==> src/rtl/fsm_pkg.sv <==
// Shared definitions for the binary-to-decimal seven-segment display driver.
// Holds the conversion FSM state type, BCD geometry, the active-low segment
// patterns (written g..a, bit0 = a) and the double-dabble nibble adjust helper.
package fsm_pkg;

  typedef enum logic [1:0] {
    StIdle,
    StShift,
    StLatch
  } state_e;

  localparam int unsigned DIGITS      = 5;
  localparam int unsigned SHIFT_COUNT = 16;
  localparam int unsigned BCD_W       = 4 * DIGITS;

  localparam logic [6:0] SEG_0 = 7'b1000000;
  localparam logic [6:0] SEG_1 = 7'b1111001;
  localparam logic [6:0] SEG_2 = 7'b0100100;
  localparam logic [6:0] SEG_3 = 7'b0110000;
  localparam logic [6:0] SEG_4 = 7'b0011001;
  localparam logic [6:0] SEG_5 = 7'b0010010;
  localparam logic [6:0] SEG_6 = 7'b0000010;
  localparam logic [6:0] SEG_7 = 7'b1111000;
  localparam logic [6:0] SEG_8 = 7'b0000000;
  localparam logic [6:0] SEG_9 = 7'b0010000;
  localparam logic [6:0] BLANK = 7'b1111111;

  // One double-dabble correction: every BCD nibble >= 5 gets +3 so that the
  // following left shift carries correctly into the next decimal digit.
  function automatic logic [BCD_W-1:0] dabble_adjust(input logic [BCD_W-1:0] bcd);
    logic [BCD_W-1:0] res;
    res = bcd;
    for (int i = 0; i < int'(DIGITS); i++) begin
      if (bcd[4*i +: 4] >= 4'd5) begin
        res[4*i +: 4] = bcd[4*i +: 4] + 4'd3;
      end
    end
    return res;
  endfunction

endpackage

==> src/rtl/seg7_decode.sv <==
// Combinational BCD digit to seven-segment decoder (active-low segments).
// Ports:
//   digit_i   - BCD digit 0..9 (10..15 decode to blank)
//   blank_i   - force all segments off
//   cathode_o - segment drive, bit0 = a .. bit6 = g, active-low
module seg7_decode
  import fsm_pkg::*;
(
  input  logic [3:0] digit_i,
  input  logic       blank_i,
  output logic [6:0] cathode_o
);

  always_comb begin
    cathode_o = BLANK;
    if (!blank_i) begin
      case (digit_i)
        4'd0:    cathode_o = SEG_0;
        4'd1:    cathode_o = SEG_1;
        4'd2:    cathode_o = SEG_2;
        4'd3:    cathode_o = SEG_3;
        4'd4:    cathode_o = SEG_4;
        4'd5:    cathode_o = SEG_5;
        4'd6:    cathode_o = SEG_6;
        4'd7:    cathode_o = SEG_7;
        4'd8:    cathode_o = SEG_8;
        4'd9:    cathode_o = SEG_9;
        default: cathode_o = BLANK;
      endcase
    end
  end

endmodule

==> src/rtl/fsm.sv <==
// 16-bit binary to 5-digit decimal multiplexed seven-segment display driver.
// A three-state FSM (idle/shift/latch) runs a serial double-dabble conversion
// every 18 cycles; a scan divider cycles the five digit slots.
// Ports:
//   clock              - single clock, rising edge
//   reset              - asynchronous, active-high
//   sixteen_bit_number - unsigned value to display
//   cathode            - segment drive, active-low, bit0 = a .. bit6 = g (registered)
//   anode              - digit enable, active-low one-hot, bit0 = ones (registered)
module fsm
  import fsm_pkg::*;
#(
  parameter int unsigned REFRESH_COUNT = 100000
) (
  input  logic        clock,
  input  logic        reset,
  input  logic [15:0] sixteen_bit_number,
  output logic [6:0]  cathode,
  output logic [7:0]  anode
);

  localparam int unsigned DivW = 20;

  // Conversion datapath
  state_e           state_q;
  logic [15:0]      bin_q;
  logic [BCD_W-1:0] bcd_q;
  logic [BCD_W-1:0] bcd_adj;
  logic [3:0]       cnt_q;
  logic [BCD_W-1:0] disp_q;

  // Scan datapath
  logic [DivW-1:0]  div_q, div_d;
  logic [2:0]       scan_q, scan_d;
  logic [BCD_W-1:0] upper;
  logic [3:0]       cur_digit;
  logic             cur_blank;
  logic [6:0]       seg_pattern;
  logic [7:0]       anode_d;
  logic [6:0]       cathode_q;
  logic [7:0]       anode_q;

  assign bcd_adj = dabble_adjust(bcd_q);

  always_ff @(posedge clock or posedge reset) begin
    if (reset) begin
      state_q <= StIdle;
      bin_q   <= '0;
      bcd_q   <= '0;
      cnt_q   <= '0;
      disp_q  <= '0;
    end else begin
      unique case (state_q)
        StIdle: begin
          bin_q   <= sixteen_bit_number;
          bcd_q   <= '0;
          cnt_q   <= '0;
          state_q <= StShift;
        end
        StShift: begin
          // Adjust, then shift the whole {bcd, bin} chain left by one.
          {bcd_q, bin_q} <= {bcd_adj, bin_q} << 1;
          cnt_q          <= cnt_q + 4'd1;
          if (cnt_q == 4'(SHIFT_COUNT - 1)) begin
            state_q <= StLatch;
          end
        end
        StLatch: begin
          disp_q  <= bcd_q;
          state_q <= StIdle;
        end
        default: state_q <= StIdle;
      endcase
    end
  end

  always_comb begin
    div_d  = div_q + 20'd1;
    scan_d = scan_q;
    if (div_q == DivW'(REFRESH_COUNT - 1)) begin
      div_d  = '0;
      scan_d = (scan_q == 3'(DIGITS - 1)) ? 3'd0 : scan_q + 3'd1;
    end
  end

  // Digits from the scanned slot upward; the slot is blank when all of them
  // are zero, except slot 0 which always shows its digit.
  always_comb begin
    upper     = disp_q >> {scan_q, 2'b00};
    cur_digit = upper[3:0];
    cur_blank = (scan_q != 3'd0) && (upper == '0);
    anode_d   = ~(8'b0000_0001 << scan_q);
  end

  seg7_decode u_seg7_decode (
    .digit_i  (cur_digit),
    .blank_i  (cur_blank),
    .cathode_o(seg_pattern)
  );

  // Anode and cathode come from the same scan index and update together.
  always_ff @(posedge clock or posedge reset) begin
    if (reset) begin
      div_q     <= '0;
      scan_q    <= '0;
      anode_q   <= 8'hFF;
      cathode_q <= 7'h7F;
    end else begin
      div_q     <= div_d;
      scan_q    <= scan_d;
      anode_q   <= anode_d;
      cathode_q <= seg_pattern;
    end
  end

  assign anode   = anode_q;
  assign cathode = cathode_q;

endmodule

==> config.mk <==
export PLATFORM = sky130hd
export DESIGN_NAME = fsm
export DESIGN_NICKNAME = d
export VERILOG_FILES = /design/src/rtl/fsm_pkg.sv /design/src/rtl/seg7_decode.sv /design/src/rtl/fsm.sv
export SDC_FILE = /design/constraint.sdc
export NUM_CORES = 1
export LEC_CHECK = 0
export ABC_AREA = 1
export CAP_MARGIN = 40
export CORE_ASPECT_RATIO = 2
export CORE_MARGIN = 1.5
export CORE_UTILIZATION = 55
export DETAILED_ROUTE_END_ITERATION = 10
export GPL_ROUTABILITY_DRIVEN = 0
export MAX_ROUTING_LAYER = met4
export PLACE_DENSITY = 0.85
export SLEW_MARGIN = 20
export SYNTH_ARGS = -nofsm -noshare
export SYNTH_HDL_FRONTEND = slang
export SYNTH_SLANG_ARGS = --single-unit
export TNS_END_PERCENT = 30
==> constraint.sdc <==
create_clock -name clock -period 6.15 [get_ports clock]
set_input_delay 1.23 -clock clock [delete_from_list [all_inputs] [get_ports clock]]
set_output_delay 1.23 -clock clock [all_outputs]
set_load 0.05 [all_outputs]
Word level (Yosys, flattened, before mapping)
Memory sizes are Yosys's and may differ from the RTL's.
Cells that the tools add are included.
{ "word_totals": {"word_cells": 50, "latch_bits": 0, "memories": 1, "regBits": 100, "out_inout_bits": 15, "ram_bits": 0, "mem_bits_ro": 112} }
{ "mem_list": {"columns": ["name", "words", "word_bits", "rd", "rd_clocked_by_memory_dff", "write_ports", "line_no", "rtl"], "rows": [
  ["(no name shown)", 16, 7, 1, 0, 0, "seg7_decode.sv:17", "case (digit_i)"]
]} }
{ "op_classes": {"n_lt_le_gt_ge": 5, "multipliers": 0, "bitwise": 1, "shift": 2, "n_div": 0, "n_eq_ne": 6, "addsub": 8, "n_reduce_logical": 5, "mux": 13} }
{ "ops": {"columns": ["operator", "n"], "rows": [
  ["20-bit case mux with 2 select lines", 1],
  ["16-bit case mux with 2 select lines", 1],
  ["20-bit by 1-bit adder with 20-bit output, second input constant", 1],
  ["20-bit by 17-bit equality test with 1-bit output, second input constant", 1],
  ["4-bit by 3-bit >= comparator with 1-bit output, second input constant", 5],
  ["20-bit zero test", 1],
  ["20-bit two-way mux", 1],
  ["20-bit by 5-bit right shift with 20-bit output", 1],
  ["4-bit by 2-bit adder with 4-bit output, second input constant", 4],
  ["4-bit two-way mux", 4],
  ["8-bit NOT", 1],
  ["4-bit case mux with 2 select lines", 1],
  ["1-bit by 3-bit left shift with 8-bit output, first input constant", 1],
  ["7-bit two-way mux", 1],
  ["3-bit two-way mux", 2],
  ["4-bit by 1-bit adder with 4-bit output, second input constant", 1],
  ["4-bit equality test, second input constant", 1],
  ["2-bit case mux with 2 select lines", 1],
  ["3-bit by 1-bit adder with 3-bit output, second input constant", 1],
  ["3-bit by 2-bit adder with 3-bit output, second input constant", 1],
  ["3-bit equality test, second input constant", 1],
  ["3-bit nonzero test", 1],
  ["2-bit by 1-bit equality test with 1-bit output, second input constant", 1],
  ["2-bit equality test, second input constant", 1],
  ["5 further kinds", 5]
]} }

Logic depth before layout (Yosys ltp)
Gate-level depths: netlist of run 1.
{ "depth": {"ltp_word": 4, "depth_mapped": 14} }

Modules after synthesis
From an unflattened synthesis of run 1, not the netlist that was laid out.
{ "hier_totals": {"cells_unflattened": 638, "hier_area_um2": 5253.8} }
{ "by_module_without_submodules": {"columns": ["module", "seq_area_each_um2", "area_per_inst_um2", "instances", "cells_each"], "rows": [
  ["fsm", 2521.2, 5049.8, 1, 601],
  ["seg7_decode", 0.0, 203.9, 1, 37]
]} }

Worst setup path after synthesis of run 1
OpenSTA, ideal clock, no wires.
{ "synth_path": {"kind": "register to output", "from": "reg anode_q[0] (netlist: anode[0])", "to": "out anode[0]", "t_arrival_ps": 656, "setup_slack_ps": 4264, "required_ps": 4920, "path_stages_with_launch": 1, "path_cell_list": "dfstp_2"} }
{ "synth_rtl": {"columns": ["item", "line_no", "rtl"], "rows": [
  ["start: declaration", "fsm.sv:41", "logic [7:0] anode_q;"],
  ["start signal: assignment", "fsm.sv:111", "anode_q <= anode_d;"],
  ["end: declaration", "fsm.sv:19", "output logic [7:0] anode"]
]} }
No word-level cell between the ends.

Worst setup path in the final report of run 1
{ "layout_path": {"from": "reg cathode_q[4] (netlist: cathode[4])", "to": "out cathode[4]"} }
{ "layout_rtl": {"columns": ["item", "line_no", "rtl"], "rows": [
  ["start: declaration", "fsm.sv:40", "logic [6:0] cathode_q;"],
  ["start signal: assignment", "fsm.sv:112", "cathode_q <= seg_pattern;"],
  ["end: declaration", "fsm.sv:18", "output logic [6:0] cathode,"]
]} }
No word-level cell between the ends.

==> summary.json, run 1 <==
{
  "total_power": {"value": 2.17, "unit": "mW"},
  "yosys_warn_count": {"value": 0},
  "final_critical_path_setup_slack": {"value": 3.26, "unit": "ns"},
  "vdd.ir_drop.worst": {"value": 210, "unit": "uV"},
  "netlist.area_leader.share": {"value": 0.396},
  "timing.setup.critical_path_class": {"value": "flop to output pin"},
  "count_leader_synth": {"value": "sky130_fd_sc_hd__nand2_1"},
  "post-synth-top-area-cell": {"value": "sky130_fd_sc_hd__dfrtp_1"},
  "route.vias.total": {"value": 4467},
  "area_growth_syn_to_layout": {"value": 13.0, "unit": "%"},
  "placedCellCount": {"value": 814},
  "synth_fp_nets": {"value": 712},
  "worstPathMaxFanout": {"value": 1},
  "post_synthesis_instance_area": {"value": 5370, "unit": "sq um"},
  "maxCapViolCount": {"value": 0},
  "drt-wirelength-per-cell": {"value": 13.5, "unit": "um"},
  "fin_hold_ws": {"value": 0.473, "unit": "ns"},
  "routed_wirelength": {"value": 11.2, "unit": "mm"},
  "fill_cells": {"value": 773},
  "final_cell_area": {"value": 6060, "unit": "sq um"},
  "critical-path-top-delay-family": {"value": "buffers and inverters"},
  "avgViaCountPerCell": {"value": 5.38},
  "floorplan.die_area": {"value": 10400, "unit": "sq um"},
  "final_worst_path_period_share": {"value": 0.470},
  "postCtsResizedCells": {"value": 0},
  "clk_root_buffer_cell": {"value": "sky130_fd_sc_hd__clkbuf_16"},
  "numCtsBuffers": {"value": 9},
  "cts.repair_timing.setup_buffer_count": {"value": 0},
  "grt_pass1_vias": {"value": 4433},
  "yosysUniqueCellTypes": {"value": 39},
  "ctsHoldBuffers": {"value": 0},
  "run_status": {"value": "finished clean"},
  "synth_ff_type": {"value": "sky130_fd_sc_hd__dfrtp_1"},
  "synth_enable_flop_cells": {"value": 0},
  "path_cells": {"value": "clkdlybuf4s50_1"},
  "timing.critical_path.slowest_cell_delay": {"value": 0.79, "unit": "ns"},
  "grt_start_max_net_pins": {"value": 54},
  "layoutNonFillerInstCount": {"value": 830},
  "worst_path_clk_slew": {"value": 0.06, "unit": "ns"},
  "dp.final_hpwl": {"value": 8.04, "unit": "mm"},
  "final_layout_size_suffix_gt1_frac": {"value": 0.0929},
  "antenna_found_initial": {"value": 0},
  "slew_viol_final": {"value": 0},
  "finalHoldViolCount": {"value": 0},
  "placedInstanceArea": {"value": 5740, "unit": "sq um"},
  "floorplan.core_area": {"value": 9450, "unit": "sq um"},
  "p_leak": {"value": 3.06, "unit": "nW"},
  "clock_tree.htree_level_count": {"value": 3},
  "initialDrtViolationCount": {"value": 283},
  "drt_pass_1_iters": {"value": 6},
  "end_kind": {"value": "output pin"},
  "worstMarginPinSlew": {"value": 0.792, "unit": "ns"},
  "tritoncts": {"value": "built"},
  "dieWidth": {"value": 72.8, "unit": "um"},
  "arrival": {"value": 1.66, "unit": "ns"},
  "post_synth_most_frequent_cells": {"value": "sky130_fd_sc_hd__nand2_1, sky130_fd_sc_hd__inv_1, sky130_fd_sc_hd__dfrtp_1"},
  "critical_path.slowest_cell": {"value": "sky130_fd_sc_hd__clkdlybuf4s50_1"},
  "grt_use_total": {"value": 0.241},
  "share_of_the_yosys_chip_area_belonging_to_registers": {"value": 0.470},
  "power.density_cell_area": {"value": 358, "unit": "nW/um^2"},
  "synth.ff_latch_count": {"value": 100},
  "timing.critical_path.from_type": {"value": "flop"},
  "grt_setup_unrepaired": {"value": "false"},
  "final-setup-viol-count": {"value": 0},
  "rel_slew_slack": {"value": 0.472},
  "ant_nets": {"value": 0},
  "synth.area.top_cells": {"value": "sky130_fd_sc_hd__dfrtp_1, sky130_fd_sc_hd__nand2_1, sky130_fd_sc_hd__dfstp_2"},
  "synthCells": {"value": 671},
  "remaining_drc_errors": {"value": 0},
  "die_y": {"value": 143, "unit": "um"},
  "syn-mean-instance-area": {"value": 8.00, "unit": "sq um"},
  "max_clock_freq": {"value": 346, "unit": "MHz"},
  "ioPinCount": {"value": 33},
  "finalCoreUtilization": {"value": 0.642},
  "grt-ovfl-total": {"value": 0},
  "n_antenna_cell": {"value": 0},
  "clkSinkCount": {"value": 100},
  "critPathRequiredTime": {"value": 4.92, "unit": "ns"},
  "timing.final.crit_period": {"value": 2.89, "unit": "ns"},
  "grt_pass1_wl": {"value": 18.9, "unit": "mm"},
  "placement_rows": {"value": 50},
  "critPathBufInv": {"value": 1},
  "initial_utilization": {"value": 0.568},
  "layout.nets": {"value": 736},
  "holdCritPathClass": {"value": "flop to flop"},
  "clkLatencyLatePin": {"value": 0.35, "unit": "ns"},
  "skew": {"value": 0.00893, "unit": "ns"},
  "port_buffers": {"value": 32},
  "cts_max_path_buffers": {"value": 2},
  "dp_slack": {"value": 3.37, "unit": "ns"},
  "ys_async_sr_fraction": {"value": 1.00},
  "fin_setup_tns": {"value": 0, "unit": "ns"}
}
==> cells in the final DEF, fill, tap and decap left out, drive strengths merged, types with 3 or more instances in the layout <==
master and instances:
o21ai 62, a21oi 9, ha 23, o32ai 3, nor3 12, nor2 40
clkdlybuf4s50 32, nand4 13, nand3 58, buf 4, clkbuf 11, inv 92
dfrtp 85, dfstp 15, nand2 205, o22ai 7, xor2 12
==> flip-flops by register name, indices dropped and copies added (netlist names), 3 cells and up <==
signal,count
anode,8
cathode,7
cnt_q,4
div_q,20
bin_q,16
bcd_q,20
scan_q,3
disp_q,20
==> final cells by class <==
| class | instances | area (sq um) | area share |
|---|---|---|---|
| Clock buffer | 11 | 243 | 0.0400 |
| Clock inverter | 5 | 85.1 | 0.0140 |
| Inverter | 92 | 348 | 0.0574 |
| Multi-Input combinational cell | 456 | 2350 | 0.387 |
| Sequential cell | 100 | 2520 | 0.416 |
| Tap cell | 130 | 163 | 0.0268 |
| Timing Repair Buffer | 36 | 358 | 0.0590 |
==> path summary, 6_finish.rpt <==
check	depth (start not counted)	startpoint	endpoint	slack [ns]
min in group asynchronous	2	reset	cnt_q[3]	1.32
max reg2reg	11	scan_q[0]	cathode[2]	3.69
min reg2reg	1	div_q[16]	div_q[16]	0.47
max in group asynchronous	3	reset	anode[1]	3.79
max	1	cathode[4]	cathode[4]	3.26
min	1	div_q[16]	div_q[16]	0.47
==> where the power goes <==
group | leakage, nW | switching, mW | total (mW) | internal, mW
sequential | 1.24 | 0.0757 | 0.873 | 0.798
clock | 0.156 | 0.246 | 0.615 | 0.369
combinational | 1.66 | 0.440 | 0.684 | 0.244
==> layer usage <==
layer  vias up  share of wire  global-route usage
li1       2188              -                   -
met1      2115           0.36               0.221
met2       129           0.57               0.446
met3        35          0.033              0.0494
met4         0          0.036               0.129
met5         -              0                   -
==> cells by family after synthesis <==
group / Yosys count / share of synthesized area
simple gates: 332 / 0.270
buf+inv: 115 / 0.0928
flops: 100 / 0.470
compound gates: 87 / 0.0907
fa+ha+maj: 23 / 0.0536
xor+xnor: 14 / 0.0228
No activity file was read; power rests on OpenSTA's default activity.
==> run 2: changes to the inputs <==
==> constraint.sdc (replaced) <==
create_clock -name clock -period 3 [get_ports clock]
set_input_delay 0.6 -clock clock [delete_from_list [all_inputs] [get_ports clock]]
set_output_delay 0.6 -clock clock [all_outputs]
set_load 0.05 [all_outputs]
==> run 2 against run 1 <==
- flip-flop and latch count is the same
- hold slack lost 0.0033 ns
- sequential power grew 110%
- die area is the same
- first-iteration DRC count shrank 4.6%
- count of clock-buffer cells in the layout shrank 1
==> summary.json, run 2 (synthesis gave the netlist of run 1 again) <==
{
  "routed_wirelength": {"value": 11.4, "unit": "mm", "change": "was 11.2 mm"},
  "ctsHoldBuffers": {"value": 0, "change": "unchanged"},
  "grt_start_max_net_pins": {"value": 43, "change": "was 54"},
  "n_antenna_cell": {"value": 0, "change": "unchanged"},
  "drt-wirelength-per-cell": {"value": 13.7, "unit": "um", "change": "was 13.5 um"},
  "power.internal": {"value": 2.70, "unit": "mW", "change": "was 1.41 mW"},
  "finalHoldViolCount": {"value": 0, "change": "unchanged"},
  "maxCapViolCount": {"value": 0, "change": "unchanged"},
  "worst_path_clk_slew": {"value": 0.07, "unit": "ns", "change": "was 0.06 ns"},
  "fill_cells": {"value": 776, "change": "was 773"},
  "biggestRegsByFlops": {"value": "bcd_q (20), disp_q (20), div_q (20)", "change": "unchanged"},
  "postCtsResizedCells": {"value": 0, "change": "unchanged"},
  "worstMarginPinSlew": {"value": 0.737, "unit": "ns", "change": "was 0.792 ns"},
  "power.density_cell_area": {"value": 703, "unit": "nW/um^2", "change": "was 358 nW/um^2"},
  "pwr-share-seq": {"value": 0.422, "change": "was 0.402"},
  "numCtsBuffers": {"value": 9, "change": "unchanged"},
  "max_clock_freq": {"value": 419, "unit": "MHz"},
  "timing.setup.critical_path_class": {"value": "flop to flop", "change": "was flop to output pin"},
  "worstPathMaxFanout": {"value": 23, "change": "was 1"},
  "finalCoreUtilization": {"value": 0.640, "change": "was 0.642"},
  "vdd.ir_drop.worst": {"value": 441, "unit": "uV", "change": "was 210 uV"},
  "swShare": {"value": 0.366, "change": "was 0.350"},
  "clk_root_buffer_cell": {"value": "sky130_fd_sc_hd__clkbuf_16", "change": "unchanged"},
  "timing.critical_path.from_type": {"value": "flop", "change": "unchanged"},
  "final_worst_path_period_share": {"value": 0.796},
  "floorplan.die_area": {"value": 10400, "unit": "sq um", "change": "unchanged"},
  "cts_max_path_buffers": {"value": 2, "change": "unchanged"},
  "clock_tree.htree_level_count": {"value": 3, "change": "unchanged"},
  "mostFrequentLayoutCell": {"value": "sky130_fd_sc_hd__nand2_1", "change": "unchanged"},
  "route.vias.total": {"value": 4582, "change": "was 4467"},
  "area_growth_syn_to_layout": {"value": 12.7, "unit": "%", "change": "was 13.0%"},
  "p_sw": {"value": 1.55, "unit": "mW", "change": "was 0.761 mW"},
  "avgViaCountPerCell": {"value": 5.50, "change": "was 5.38"},
  "arrival": {"value": 2.68, "unit": "ns", "change": "was 1.66 ns"},
  "remaining_drc_errors": {"value": 0, "change": "unchanged"},
  "timing.final.crit_period": {"value": 2.39, "unit": "ns"},
  "tritoncts": {"value": "built", "change": "unchanged"},
  "rel_slew_slack": {"value": 0.509, "change": "was 0.472"},
  "initialDrtViolationCount": {"value": 270, "change": "was 283"},
  "dieWidth": {"value": 72.8, "unit": "um", "change": "unchanged"},
  "p_leak": {"value": 3.05, "unit": "nW", "change": "was 3.06 nW"},
  "clkLatencyLatePin": {"value": 0.35, "unit": "ns", "change": "about the same"},
  "holdCritPathClass": {"value": "flop to flop", "change": "unchanged"},
  "floorplan.core_area": {"value": 9450, "unit": "sq um", "change": "unchanged"},
  "p_clk_frac": {"value": 0.250, "change": "was 0.283"},
  "drt_pass_1_iters": {"value": 6, "change": "unchanged"},
  "end_kind": {"value": "flop", "change": "was output pin"},
  "grt-ovfl-total": {"value": 0, "change": "unchanged"},
  "layout.cells.most_common_list": {"value": "sky130_fd_sc_hd__nand2_1, sky130_fd_sc_hd__inv_1, sky130_fd_sc_hd__dfrtp_1", "change": "unchanged"},
  "cts.repair_timing.setup_buffer_count": {"value": 0, "change": "unchanged"},
  "die_y": {"value": 143, "unit": "um", "change": "unchanged"},
  "layout.nets": {"value": 739, "change": "was 736"},
  "grt_use_total": {"value": 0.254, "change": "was 0.241"},
  "final_layout_size_suffix_gt1_frac": {"value": 0.0967, "change": "was 0.0929"},
  "final-setup-viol-count": {"value": 0, "change": "unchanged"},
  "port_buffers": {"value": 32, "change": "unchanged"},
  "antenna_found_initial": {"value": 0, "change": "unchanged"},
  "grt_pass1_wl": {"value": 20.0, "unit": "mm", "change": "was 18.9 mm"},
  "dp.final_hpwl": {"value": 8.49, "unit": "mm", "change": "was 8.04 mm"},
  "skew": {"value": 0.00803, "unit": "ns", "change": "was 0.00893 ns"},
  "ant_nets": {"value": 0, "change": "unchanged"},
  "grt_setup_unrepaired": {"value": "false", "change": "unchanged"},
  "grt_pass1_vias": {"value": 4601, "change": "was 4433"},
  "slew_viol_final": {"value": 0, "change": "unchanged"},
  "placement_rows": {"value": 50, "change": "unchanged"},
  "fin_setup_tns": {"value": 0, "unit": "ns", "change": "unchanged"},
  "power_frac_comb": {"value": 0.328, "change": "was 0.315"},
  "run_status": {"value": "finished clean", "change": "unchanged"},
  "initial_utilization": {"value": 0.568, "change": "unchanged"},
  "ioPinCount": {"value": 33, "change": "unchanged"},
  "critPathRequiredTime": {"value": 3.29, "unit": "ns", "change": "was 4.92 ns"},
  "clkSinkCount": {"value": 100, "change": "unchanged"}
}
run 2: cell types whose count changed in the layout (fill, tap and decap cells not counted), sizes merged:
cell,before,now
clkinv,2,6
buf,4,7
bufinv,2,0
clkbuf,11,10
inv,92,91
run 2: per-stage QoR:
step                hold WS, ns  total power [mW]  instance area [sq um]  instances  setup WS, ns
floorplan                 0.440              2.82                   5370        671          1.22
global placement          0.464              3.11                   5780        817         0.846
detailed placement        0.466              3.19                   5780        817         0.711
CTS                       0.474              4.25                   6050        833         0.685
global route              0.510              4.53                   6050        833         0.440
finish                    0.469              4.25                   6050        833         0.613
run 2: area by class of cell:
type                            instances  area, sq um  area share
Tap cell                              130          163      0.0269
Clock inverter                          6         41.3     0.00683
Multi-Input combinational cell        456         2350       0.388
Sequential cell                       100         2520       0.417
Timing Repair Buffer                   39          398      0.0658
Inverter                               92          349      0.0577
Clock buffer                           10          229      0.0379
run 2: worst paths after layout:
path / slack [ns] / cells past startpoint / startpoint / end
max reg2reg: 0.61 / 12 / scan_q[0] / cathode[3]
max: 0.61 / 12 / scan_q[0] / cathode[3]
max in group asynchronous: 1.67 / 3 / reset / cathode[6]
min reg2reg: 0.47 / 1 / div_q[16] / div_q[16]
min: 0.47 / 1 / div_q[16] / div_q[16]
min in group asynchronous: 0.67 / 2 / reset / bin_q[4]
run 2: power by group through the flow:
stage | Clock [mW] | Sequential (mW) | Combinational (mW)
2_1_floorplan | 0 | 1.95 | 0.872
3_3_place_gp | 0 | 1.81 | 1.30
3_5_place_dp | 0 | 1.82 | 1.37
4_1_cts | 1.07 | 1.79 | 1.39
5_1_grt | 1.13 | 1.82 | 1.58
6_report | 1.06 | 1.79 | 1.39
run 2: worst max-delay path, stage by stage (launching register included):
cell and delay, ns:
sky130_fd_sc_hd__dfrtp_1 0.82, sky130_fd_sc_hd__inv_2 0.34, sky130_fd_sc_hd__nand2_1 0.13, sky130_fd_sc_hd__nand3_1 0.08
sky130_fd_sc_hd__nand3_1 0.12, sky130_fd_sc_hd__nand2_1 0.13, sky130_fd_sc_hd__inv_1 0.13, sky130_fd_sc_hd__ha_1 0.26
sky130_fd_sc_hd__nand2_1 0.08, sky130_fd_sc_hd__nand3_1 0.08, sky130_fd_sc_hd__nand2_1 0.07, sky130_fd_sc_hd__inv_1 0.04
sky130_fd_sc_hd__nand2_1 0.05
run 2: routing by layer:
| metal | wire length, um | up-vias | track usage |
|---|---|---|---|
| met1 | 4030 | 2191 | 0.243 |
| li1 | - | 2194 | - |
| met3 | 360 | 48 | 0.0381 |
| met2 | 6590 | 149 | 0.468 |
| met4 | 458 | 0 | 0.140 |
| met5 | 0 | - | - |
==> run 3: changes to the inputs <==
==> constraint.sdc (replaced) <==
create_clock -name clock -period 2.2 [get_ports clock]
set_input_delay 0.44 -clock clock [delete_from_list [all_inputs] [get_ports clock]]
set_output_delay 0.44 -clock clock [all_outputs]
set_load 0.05 [all_outputs]
==> run 3 against run 2 <==
- die area is the same
- global-route usage down 1.4 points
- count of clock-buffer cells in the layout grew 2
- cell count rose by 0.36%
- hold slack improved by 0.015 ns
- clock power rose by 59%
- critical path depth is 11 lower
- cell area increased by 1.0%
- largest cell class unchanged
==> summary.json, run 3 (synthesis gave the netlist of run 1 again) <==
{
  "worstPathMaxFanout": {"value": 1, "change": "was 23"},
  "timing.reg2reg.setup_slack": {"value": 0.21, "unit": "ns", "change": "was 0.61 ns"},
  "port_buffers": {"value": 32, "change": "unchanged"},
  "worstMarginPinSlew": {"value": 0.534, "unit": "ns", "change": "was 0.737 ns"},
  "die_y": {"value": 143, "unit": "um", "change": "unchanged"},
  "timing.critical_path.slowest_cell_delay": {"value": 0.79, "unit": "ns", "change": "was 0.82 ns"},
  "dieWidth": {"value": 72.8, "unit": "um", "change": "unchanged"},
  "routed_wirelength": {"value": 11.0, "unit": "mm", "change": "was 11.4 mm"},
  "timing.setup.critical_path_class": {"value": "flop to output pin", "change": "was flop to flop"},
  "layout.nets": {"value": 742, "change": "was 739"},
  "clkLatencyLatePin": {"value": 0.34, "unit": "ns", "change": "was 0.35 ns"},
  "mostFrequentLayoutCell": {"value": "sky130_fd_sc_hd__nand2_1", "change": "unchanged"},
  "cts.repair_timing.setup_buffer_count": {"value": 0, "change": "unchanged"},
  "final_cell_area": {"value": 6110, "unit": "sq um", "change": "was 6050 sq um"},
  "grt-ovfl-total": {"value": 0, "change": "unchanged"},
  "grt_use_total": {"value": 0.239, "change": "was 0.254"},
  "max_clock_freq": {"value": 480, "unit": "MHz"},
  "critPathBufInv": {"value": 1, "change": "was 3"},
  "floorplan.core_area": {"value": 9450, "unit": "sq um", "change": "unchanged"},
  "grt_pass1_wl": {"value": 19.1, "unit": "mm", "change": "was 20.0 mm"},
  "drt-wirelength-per-cell": {"value": 13.1, "unit": "um", "change": "was 13.7 um"},
  "run_status": {"value": "finished clean", "change": "unchanged"},
  "timing.final.crit_period": {"value": 2.08, "unit": "ns"},
  "placement_rows": {"value": 50, "change": "unchanged"},
  "total_power": {"value": 6.03, "unit": "mW", "change": "was 4.25 mW"},
  "biggestRegsByFlops": {"value": "bcd_q (20), disp_q (20), div_q (20)", "change": "unchanged"},
  "remaining_drc_errors": {"value": 0, "change": "unchanged"},
  "rr_startpoint": {"value": "scan_q[0]", "change": "unchanged"},
  "drt_pass_1_iters": {"value": 5, "change": "was 6"},
  "hold_depth": {"value": 2, "change": "was 1"},
  "hold_worst_path_end": {"value": "bin_q[3]", "change": "was div_q[16]"},
  "area_growth_syn_to_layout": {"value": 13.8, "unit": "%", "change": "was 12.7%"},
  "r2r.worst_path.cells": {"value": 13, "change": "was 12"},
  "n_antenna_cell": {"value": 0, "change": "unchanged"},
  "initialDrtViolationCount": {"value": 291, "change": "was 270"},
  "placedCellCount": {"value": 820, "change": "was 817"},
  "timing.critical_path.from_type": {"value": "flop", "change": "unchanged"},
  "fill_cells": {"value": 754, "change": "was 776"},
  "layout.cells.most_common_list": {"value": "sky130_fd_sc_hd__nand2_1, sky130_fd_sc_hd__inv_1, sky130_fd_sc_hd__dfrtp_1", "change": "unchanged"},
  "postCtsResizedCells": {"value": 0, "change": "unchanged"},
  "ioPinCount": {"value": 33, "change": "unchanged"},
  "final_layout_size_suffix_gt1_frac": {"value": 0.0992, "change": "was 0.0967"},
  "path_cells": {"value": "clkdlybuf4s50_1", "change": "was inv_2 > nand2_1 > nand3_1 > nand3_1 > nand2_1 > inv_1 > ha_1 > nand2_1 > nand3_1 > nand2_1 > inv_1 > nand2_1"},
  "holdCritPathClass": {"value": "flop to flop", "change": "unchanged"},
  "critPathRequiredTime": {"value": 1.76, "unit": "ns", "change": "was 3.29 ns"},
  "maxCapViolCount": {"value": 0, "change": "unchanged"},
  "route.vias.total": {"value": 4521, "change": "was 4582"},
  "skew": {"value": 0.0117, "unit": "ns", "change": "was 0.00803 ns"},
  "critical_path.slowest_cell": {"value": "sky130_fd_sc_hd__clkdlybuf4s50_1", "change": "was sky130_fd_sc_hd__dfrtp_1"},
  "hold_start": {"value": "bin_q[2]", "change": "was div_q[16]"},
  "placedInstanceArea": {"value": 5790, "unit": "sq um", "change": "was 5780 sq um"},
  "fin_setup_tns": {"value": 0, "unit": "ns", "change": "unchanged"},
  "numCtsBuffers": {"value": 9, "change": "unchanged"},
  "final_worst_path_period_share": {"value": 0.947},
  "layoutNonFillerInstCount": {"value": 836, "change": "was 833"},
  "antenna_found_initial": {"value": 0, "change": "unchanged"},
  "power.density_cell_area": {"value": 988, "unit": "nW/um^2", "change": "was 703 nW/um^2"},
  "worst_path_clk_slew": {"value": 0.07, "unit": "ns", "change": "about the same"},
  "slew_viol_final": {"value": 0, "change": "unchanged"},
  "tritoncts": {"value": "built", "change": "unchanged"},
  "vdd.ir_drop.worst": {"value": 568, "unit": "uV", "change": "was 441 uV"},
  "floorplan.die_area": {"value": 10400, "unit": "sq um", "change": "unchanged"},
  "end_kind": {"value": "output pin", "change": "was flop"},
  "finalHoldViolCount": {"value": 0, "change": "unchanged"},
  "grt_setup_unrepaired": {"value": "false", "change": "unchanged"},
  "grt_pass1_vias": {"value": 4565, "change": "was 4601"},
  "clock_tree.htree_level_count": {"value": 3, "change": "unchanged"},
  "grt_start_max_net_pins": {"value": 101, "change": "was 43"},
  "dp.final_hpwl": {"value": 7.95, "unit": "mm", "change": "was 8.49 mm"},
  "p_leak": {"value": 3.07, "unit": "nW", "change": "was 3.05 nW"},
  "cts_max_path_buffers": {"value": 2, "change": "unchanged"},
  "initial_utilization": {"value": 0.568, "change": "unchanged"},
  "clk_root_buffer_cell": {"value": "sky130_fd_sc_hd__clkbuf_16", "change": "unchanged"},
  "arrival": {"value": 1.64, "unit": "ns", "change": "was 2.68 ns"},
  "regToRegEndpoint": {"value": "cathode[5]", "change": "was cathode[3]"},
  "rel_slew_slack": {"value": 0.643, "change": "was 0.509"},
  "ctsHoldBuffers": {"value": 0, "change": "unchanged"},
  "clkSinkCount": {"value": 100, "change": "unchanged"},
  "ant_nets": {"value": 0, "change": "unchanged"},
  "avgViaCountPerCell": {"value": 5.41, "change": "was 5.50"},
  "critical-path-top-delay-family": {"value": "buffers and inverters", "change": "was flip-flops"},
  "final-setup-viol-count": {"value": 0, "change": "unchanged"}
}
## run 3: changes by cell type in the layout (fill, tap and decap cells not counted), moves of 2 or more
cell / before / now
sky130_fd_sc_hd__buf_4: 5 / 9
sky130_fd_sc_hd__clkinv_2: 3 / 0
sky130_fd_sc_hd__clkinvlp_4: 1 / 3
sky130_fd_sc_hd__clkinv_4: 3 / 0
sky130_fd_sc_hd__bufinv_16: 0 / 2
## run 3: layout make-up
type / instances / area (sq um) / area share
clock buffer: 12 / 246 / 0.0403
clock inverter: 4 / 75.1 / 0.0123
inverter: 92 / 349 / 0.0571
multi-input combinational: 456 / 2350 / 0.384
sequential: 100 / 2520 / 0.413
tap: 130 / 163 / 0.0266
timing repair buffer: 42 / 408 / 0.0668
## run 3: worst max-delay path by stage
stage / cells past startpoint / slack (ns) / from / endpoint
2_1_floorplan: 14 / 0.53 / scan_q[0] / cathode[5]
4_1_cts: 1 / 0.11 / cathode[2] / cathode[2]
6_report: 1 / 0.12 / cathode[2] / cathode[2]
3_5_place_dp: 8 / 0.25 / div_q[0] / scan_q[0]
5_1_grt: 13 / 0.01 / scan_q[0] / cathode[5]
3_3_place_gp: 8 / 0.33 / div_q[0] / scan_q[0]
## run 3: metal layers
metal | share of wire | global-route usage | up-vias
met4 | 0.049 | 0.128 | 0
li1 | - | - | 2200
met1 | 0.37 | 0.232 | 2111
met3 | 0.037 | 0.0459 | 49
met5 | 0 | - | -
met2 | 0.55 | 0.434 | 161
## run 3: stage by stage
stage	utilization	setup WS (ns)	hold WS (ns)
floorplan	-	0.528	0.440
global placement	0.612	0.331	0.461
detailed placement	0.613	0.251	0.476
CTS	0.647	0.107	0.485
global route	0.647	0.0126	0.500
finish	0.647	0.116	0.484
## run 3: power by group
part           internal [mW]  leakage [nW]  switching [mW]
sequential              2.23          1.24           0.218
combinational          0.684          1.68            1.21
clock                   1.03         0.149           0.666
total                   3.94          3.07            2.09
